`src/rtl/core_seq_if.sv`:
```
// Instruction/data bus handshake bundle for core_seq.
// master = sequencer side, slave = memory side.
interface core_seq_if;
  logic imem_req;
  logic imem_ack;
  logic dmem_req;
  logic dmem_we;
  logic dmem_ack;

  modport master (
    output imem_req, dmem_req, dmem_we,
    input  imem_ack, dmem_ack
  );

  modport slave (
    input  imem_req, dmem_req, dmem_we,
    output imem_ack, dmem_ack
  );
endinterface

```
`src/rtl/core_seq.sv`:
```
// Multi-cycle RV32I sequencer: FETCH/DECODE/EXEC/MEM/WB + instret.
// Optional bus watchdog and ERR state under `define BUS_TIMEOUT_EN.
module core_seq #(
  parameter int unsigned TIMEOUT_CYCLES = 255
) (
  input  logic        clk,
  input  logic        rst_n,
  input  logic        run,
  core_seq_if.master  bus,
  input  logic        mem_load,
  input  logic        mem_wr,
  input  logic        reg_wr,
  input  logic        branch_taken,
  output logic        ir_we,
  output logic        pc_we,
  output logic        pc_sel,
  output logic        rf_we,
  output logic        rf_wsrc,
  output logic        busy,
  output logic [31:0] instret,
  output logic        bus_err
);

  typedef enum logic [2:0] {
    IDLE,
    FETCH,
    DECODE,
    EXEC,
    MEM,
    WB,
    ERR
  } state_t;

  state_t state;
  state_t state_nxt;
  logic   timeout;

  always_ff @(posedge clk or negedge rst_n) begin
    if (!rst_n) state <= IDLE;
    else        state <= state_nxt;
  end

`ifdef BUS_TIMEOUT_EN
  localparam int CW_REQ = $clog2(TIMEOUT_CYCLES + 1);
  localparam int CW     = (CW_REQ > 8) ? CW_REQ : 8;

  logic [CW-1:0] wait_cnt;
  logic          enter_wait;
  logic          no_ack;

  assign enter_wait = (state_nxt != state) &&
                      ((state_nxt == FETCH) || (state_nxt == MEM));
  assign no_ack = ((state == FETCH) && !bus.imem_ack) ||
                  ((state == MEM)   && !bus.dmem_ack);

  always_ff @(posedge clk or negedge rst_n) begin
    if (!rst_n)          wait_cnt <= '0;
    else if (enter_wait) wait_cnt <= '0;
    else if (no_ack)     wait_cnt <= wait_cnt + 1'b1;
  end

  // An ack in the limit cycle takes priority over the timeout.
  assign timeout = (wait_cnt == CW'(TIMEOUT_CYCLES));
  assign bus_err = (state == ERR);
`else
  assign timeout = 1'b0;
  assign bus_err = 1'b0;
`endif

  always_comb begin
    state_nxt    = state;
    bus.imem_req = 1'b0;
    bus.dmem_req = 1'b0;
    bus.dmem_we  = 1'b0;
    ir_we        = 1'b0;
    pc_we        = 1'b0;
    pc_sel       = 1'b0;
    rf_we        = 1'b0;
    rf_wsrc      = 1'b0;
    unique case (state)
      IDLE: begin
        if (run) state_nxt = FETCH;
      end
      FETCH: begin
        bus.imem_req = 1'b1;
        if (bus.imem_ack) begin
          ir_we     = 1'b1;
          state_nxt = DECODE;
        end else if (timeout) begin
          state_nxt = ERR;
        end
      end
      DECODE: state_nxt = EXEC;
      EXEC: begin
        state_nxt = (mem_load || mem_wr) ? MEM : WB;
      end
      MEM: begin
        bus.dmem_req = 1'b1;
        bus.dmem_we  = mem_wr;
        if (bus.dmem_ack)  state_nxt = WB;
        else if (timeout)  state_nxt = ERR;
      end
      WB: begin
        // load+store together behaves as a store
        rf_we     = reg_wr & ~mem_wr;
        rf_wsrc   = mem_load & ~mem_wr;
        pc_we     = 1'b1;
        pc_sel    = branch_taken;
        state_nxt = run ? FETCH : IDLE;
      end
      ERR:     state_nxt = ERR;
      default: state_nxt = IDLE;
    endcase
  end

  assign busy = (state != IDLE) && (state != ERR);

  always_ff @(posedge clk or negedge rst_n) begin
    if (!rst_n)           instret <= '0;
    else if (state == WB) instret <= instret + 32'd1;
  end

endmodule

```
`src/flat_wrapper.sv`:
```
// flat-port wrapper written by rule: the top's interface ports become plain ports
module core_seq_flat 
#(
  parameter int unsigned TIMEOUT_CYCLES = 255
)
  (clk, rst_n, run, mem_load, mem_wr, reg_wr, branch_taken, ir_we, pc_we, pc_sel, rf_we, rf_wsrc, busy, instret, bus_err, bus_imem_req, bus_dmem_req, bus_dmem_we, bus_imem_ack, bus_dmem_ack);
  core_seq_if bus_i ();
  input  logic clk;
  input  logic rst_n;
  input  logic run;
  input  logic mem_load;
  input  logic mem_wr;
  input  logic reg_wr;
  input  logic branch_taken;
  output logic ir_we;
  output logic pc_we;
  output logic pc_sel;
  output logic rf_we;
  output logic rf_wsrc;
  output logic busy;
  output logic [31:0] instret;
  output logic bus_err;
  output wire logic [$bits(bus_i.imem_req)-1:0] bus_imem_req;
  output wire logic [$bits(bus_i.dmem_req)-1:0] bus_dmem_req;
  output wire logic [$bits(bus_i.dmem_we)-1:0] bus_dmem_we;
  input wire logic [$bits(bus_i.imem_ack)-1:0] bus_imem_ack;
  input wire logic [$bits(bus_i.dmem_ack)-1:0] bus_dmem_ack;
  assign bus_imem_req = bus_i.imem_req;
  assign bus_dmem_req = bus_i.dmem_req;
  assign bus_dmem_we = bus_i.dmem_we;
  assign bus_i.imem_ack = bus_imem_ack;
  assign bus_i.dmem_ack = bus_dmem_ack;
  core_seq #(.TIMEOUT_CYCLES(TIMEOUT_CYCLES)) u_core (.clk(clk), .rst_n(rst_n), .run(run), .bus(bus_i), .mem_load(mem_load), .mem_wr(mem_wr), .reg_wr(reg_wr), .branch_taken(branch_taken), .ir_we(ir_we), .pc_we(pc_we), .pc_sel(pc_sel), .rf_we(rf_we), .rf_wsrc(rf_wsrc), .busy(busy), .instret(instret), .bus_err(bus_err));
endmodule
```
`config.mk`:
```
export PLATFORM = sky130hd
export DESIGN_NAME = core_seq_flat
export DESIGN_NICKNAME = d
export VERILOG_FILES = /design/src/rtl/core_seq_if.sv /design/src/rtl/core_seq.sv /design/src/flat_wrapper.sv
export SDC_FILE = /design/constraint.sdc
export NUM_CORES = 1
export LEC_CHECK = 0
export CORE_MARGIN = 3
export CORE_UTILIZATION = 46
export DETAILED_ROUTE_END_ITERATION = 10
export GPL_ROUTABILITY_DRIVEN = 0
export PLACE_DENSITY = 0.79
export SLEW_MARGIN = 20
export SYNTH_ARGS = -nofsm -noshare
export SYNTH_HDL_FRONTEND = slang
export SYNTH_SLANG_ARGS = --single-unit
```
`constraint.sdc`:
```
create_clock -name clk -period 2.06 [get_ports clk]
set_input_delay 0.206 -clock clk [delete_from_list [all_inputs] [get_ports clk]]
set_output_delay 0.206 -clock clk [all_outputs]
set_load 0.005 [all_outputs]
```
### Word-level counts from Yosys, hierarchy flattened

Index checks and enable logic that the tools add are counted.
W data, S select, Z words.

| storage, ports and cells | value |
|---|---|
| logic and storage cells | 36 |
| bits of input ports | 9 |
| flip-flop bits (word level) | 35 |
| output and inout port bits | 42 |

| cells by class | value |
|---|---|
| equal/unequal tests | 10 |
| bitwise gates (word level) | 3 |
| add/sub/neg operators | 1 |
| muxes and demuxes | 15 |
| reduce and logical (&&, ||, !) cells | 5 |

Operators with widths:

| kind | number |
|---|---|
| $add A32 B1 Y32 const B | 1 |
| $pmux W3 S7 | 1 |
| $mux W1 | 11 |
| $eq A3 B3 Y1 const B | 3 |
| $mux W3 | 3 |
| $eq A3 B2 Y1 const B | 2 |
| $ne A2 B2 Y1 const B | 3 |
| $eq A3 B1 Y1 const B | 1 |
| $logic_not A3 Y1 | 1 |
| $ne A3 B3 Y1 const B | 1 |
| $reduce_and A3 Y1 | 1 |
| $reduce_bool A3 Y1 | 1 |
| $and A1 B1 Y1 | 2 |
| $logic_and A1 B1 Y1 | 1 |
| $logic_or A1 B1 Y1 | 1 |
| $not A1 Y1 | 1 |

### Depth between registers and ports, before layout

| logic depth | value |
|---|---|
| depth after elaboration | 3 |
| mapped depth | 6 |
| gate-level depth less buffers | 5 |

### Worst setup path after synthesis

No wires, ideal clock.

| timing path | value |
|---|---|
| path kind | reg2reg |
| start | reg u_core.state[1] |
| end | reg u_core.instret[28] |
| period minus slack after synthesis | 1.597 ns |
| setup slack | 0.463 ns |
| setup time | 0.124 ns |
| cell stages (with the launch flop) | 6 |
| path buffers | 1 |
| data required time | 1.936 ns |
| data arrival time | 1.473 ns |
| cell sequence | dfrtp_1 > buf_6 > nand4b_4 > nor4_4 > nand4_1 > xnor2_1 |

| on the way | value |
|---|---|
| longest elaborated chain between the ends | 1 |

Ends and longest elaborated chain:

| item | line | RTL |
|---|---|---|
| start: declaration | core_seq.sv:34 | `state_t state;` |
| start signal: assignment | core_seq.sv:40 | `else state <= state_nxt;` |
| $eq A3 B3 Y1 | core_seq.sv:120 | `else if (state == WB) instret <= instret + 32'd1;` |
| end signal: assignment | core_seq.sv:120 |  |
| end: declaration | core_seq.sv:20 | `output logic [31:0] instret,` |

Every way passes these cells.
A chain may end at the register's enable or synchronous reset.

### Final worst setup path

| timing path | value |
|---|---|
| start | reg u_core.state[1] |
| end | out ir_we |

| on the way | value |
|---|---|
| longest elaborated chain between the ends | 2 |

Ends and longest elaborated chain:

| item | line | RTL |
|---|---|---|
| $eq A3 B1 Y1 | core_seq.sv:80 | `unique case (state)` |
| $mux W1 | core_seq.sv:80 |  |
| end: declaration | flat_wrapper.sv:15 | `output logic ir_we;` |

Every way passes these cells.

==> results.ini <==
[outcome]
status=completed

[worst_setup_path]
crit_arrival_ns=1.78
cp_num_buf_inv=2
critPathTopFamily=buffers and inverters
rrSetupSlack_ns=0.34
crit_path_start_kind=register
slowest_delay_ns=0.50
worstReg2RegStart=u_core.state[1]
worstReg2RegEnd=u_core.instret[28]
worst-r2r-cell-count=4
cp_data_required_time_ns=1.85
path_cells=buf_4, nor3_2, and2_1, clkdlybuf4s50_1
critPathKind=register to output pin
critPathMaxFanout=7
end_kind=output pin
cp_slowest_cell=clkdlybuf4s50_1

[synthesis]
synth_cell_types=29
synth-seq-area-share_pct=52.04
synth_nets=165
ys_ff_latch=35
synth_top_cell_area_share_pct=52.04
syn_inst=155
ys_top_cells_by_area=dfrtp_1, xnor2_1, nand4_1, xor2_1, nand2_1
synth_largest_area_cell=dfrtp_1
synth_area_per_cell_um2=10.86
syn-cell-area_mm2=0.001683
yosys_warnings=0

[cts]
ctsHoldBuffers=0
cts_buffers=5
cts_sinks=35
ctsRootBufferMaster=clkbuf_8
h-tree-depth=2
clk_pin_slew_ns=0.07
cts_tree=done
clock_path_buffers=2
clk-insertion-delay-late_ns=0.29

[route]
dr.pass1.iters=4
viasPerCell=5.223
drt_wl_total_um=3773
ant_nets=0
drt-initial-drc-count=75
vias=1358
wl_per_cell_um=14.51
drcViolationCount=0

[floorplanning]
fp.dieW_um=66.49
die-area_mm2=0.004420
io_pins=51
die_h_um=66.49
start_util_pct=48.89
coreArea_mm2=0.003442
row_count=21

[grt]
grt_pass1_vias=1336
overflow=0
antenna_found_initial=0
grt_max_degree=36
track_usage_pct=18.42
grt_pass1_wl_um=6113

[flow_run]
max-cap-violations=0

[finish]
regArea_um2=879.6
nFillCells=258
fin_util_pct=68.45
final_layout_size_suffix_gt1_share_pct=11.68
antenna-diode-count=0
syn_to_final_growth_pct=40.00
nNetsFinal=224
multi_input_area_um2=778.2

[placement]
dp_hpwl_um=2626
dpl_worst_slack_ns=0.2610
port_buffers=49

[sta]
setup_viol=0
layout_min_cycle_time_ns=1.989
worst_slew_pin_slew_ns=0.5560
drv_slew=0
hold_viol_final=0
fin_crit_sh_pct=96.56
fin_skew_ns=0.003642
setup-tns-final_ns=0
setup_ws_ns=0.07092
relSlewSlack_pct=62.65
fmaxAchievable_ghz=0.5027

[pwr]
p_leak_nw=1.062
ir_drop_mv=0.4959
report.power.total_mw=1.835
pwr_density_cell_mw_per_mm2=778.9

[hold_path]
hold_path_class=input port to asynchronous set/reset pin

## report_power, final
part           total [mW]  internal, mW  switching [mW]
registers           0.858         0.752           0.106
clock network       0.499         0.262           0.237
logic               0.477         0.287           0.191
total                1.84          1.30           0.534
## layout by cell type (no fill, tap or decap), types with 2 or more instances in the layout
cell / Yosys / layout
and2_1: 4 / 4
buf_4: 2 / 7
nand3_1: 8 / 8
dfrtp_2: 0 / 3
nand3b_1: 2 / 2
xor2_1: 9 / 9
nand2_1: 17 / 17
xnor2_1: 23 / 23
inv_2: 0 / 2
clkbuf_8: 0 / 6
o21ai_0: 2 / 2
nand4_1: 15 / 15
nor2b_1: 2 / 2
and4_1: 2 / 2
and3_1: 5 / 5
nor2_1: 7 / 7
clkdlybuf4s50_1: 0 / 48
dfrtp_1: 35 / 32
nor3_1: 6 / 5
## per-layer routing
| layer | vias up | share of wire, % | track usage, % |
|---|---|---|---|
| met3 | 8 | 7.8 | 7.420 |
| met4 | 0 | 2.2 | 7.868 |
| met2 | 52 | 47 | 27.76 |
| met5 | - | 0 | 0 |
| li1 | 650 | - | - |
| met1 | 648 | 43 | 23.29 |
## state kept, by name (all words and copies together) (netlist names)
register and flops:
u_core.instret 32, u_core.state 3
## repair_timing
action | CTS | global route
endpoints found under the setup margin | 4 | 5
hold endpoints to repair | 0 | 0
buffers inserted | 0 | 5
gates resized for setup | 3 | 5
## Yosys cell counts, drive strengths merged
library cell	number
dfrtp	35
xnor2	23
nand2	17
nand4	15
xor2	9
nand3	8
nor2	7
nor3	6
and3	5
and2	4
buf	4
and4	2
inv	2
nand3b	2
nor2b	2
nor3b	2
nor4	2
o21ai	2
a21o	1
a22oi	1
a31oi	1
conb	1
ha	1
nand4b	1
o22ai	1
or2	1
## how the worst max path moves through the flow
stage	startpoint	to	slack, ns	depth (start not counted)
global placement	u_core.state[1]	u_core.instret[28]	0.35	4
detailed placement	u_core.state[2]	u_core.instret[28]	0.26	4
floorplan	u_core.state[1]	u_core.instret[28]	0.46	5
finish	u_core.state[1]	ir_we	0.07	4
CTS	u_core.state[1]	pc_sel	0.02	4
global route	u_core.state[1]	ir_we	-0.004	4
## final cells by class
cell class	count	area share, %
flip-flops and latches	35	37.33
inverters	2	0.3186
multi-input cells	114	33.03
clock buffers	6	3.505
well taps	46	2.443
clock inverters	1	0.2124
repair buffers	56	23.15
## cells by family (layout without fill, tap and decap cells)
logic type | count (synthesis) | count (layout) | synth area share [%]
and+or+nand+nor | 74 | 74 | 25.80
AOI/OAI and AO/OA | 6 | 6 | 2.231
DFF | 35 | 35 | 52.04
xor gates and xnor gates | 32 | 32 | 16.65
adders and majority gates | 1 | 1 | 0.7434
buffers and inverters | 6 | 65 | 2.304
other | 1 | 1 | 0.2228
## stage by stage
stage,cells,cell area [µm²],hold WS (ns)
after floorplan,155,1683,-0.08959
after global placement,248,2215,0.4665
after detailed placement,248,2215,0.4685
after CTS,255,2306,0.3341
after global routing,260,2356,0.3674
final,260,2356,0.3217
Power figures use the tool's default switching activity.
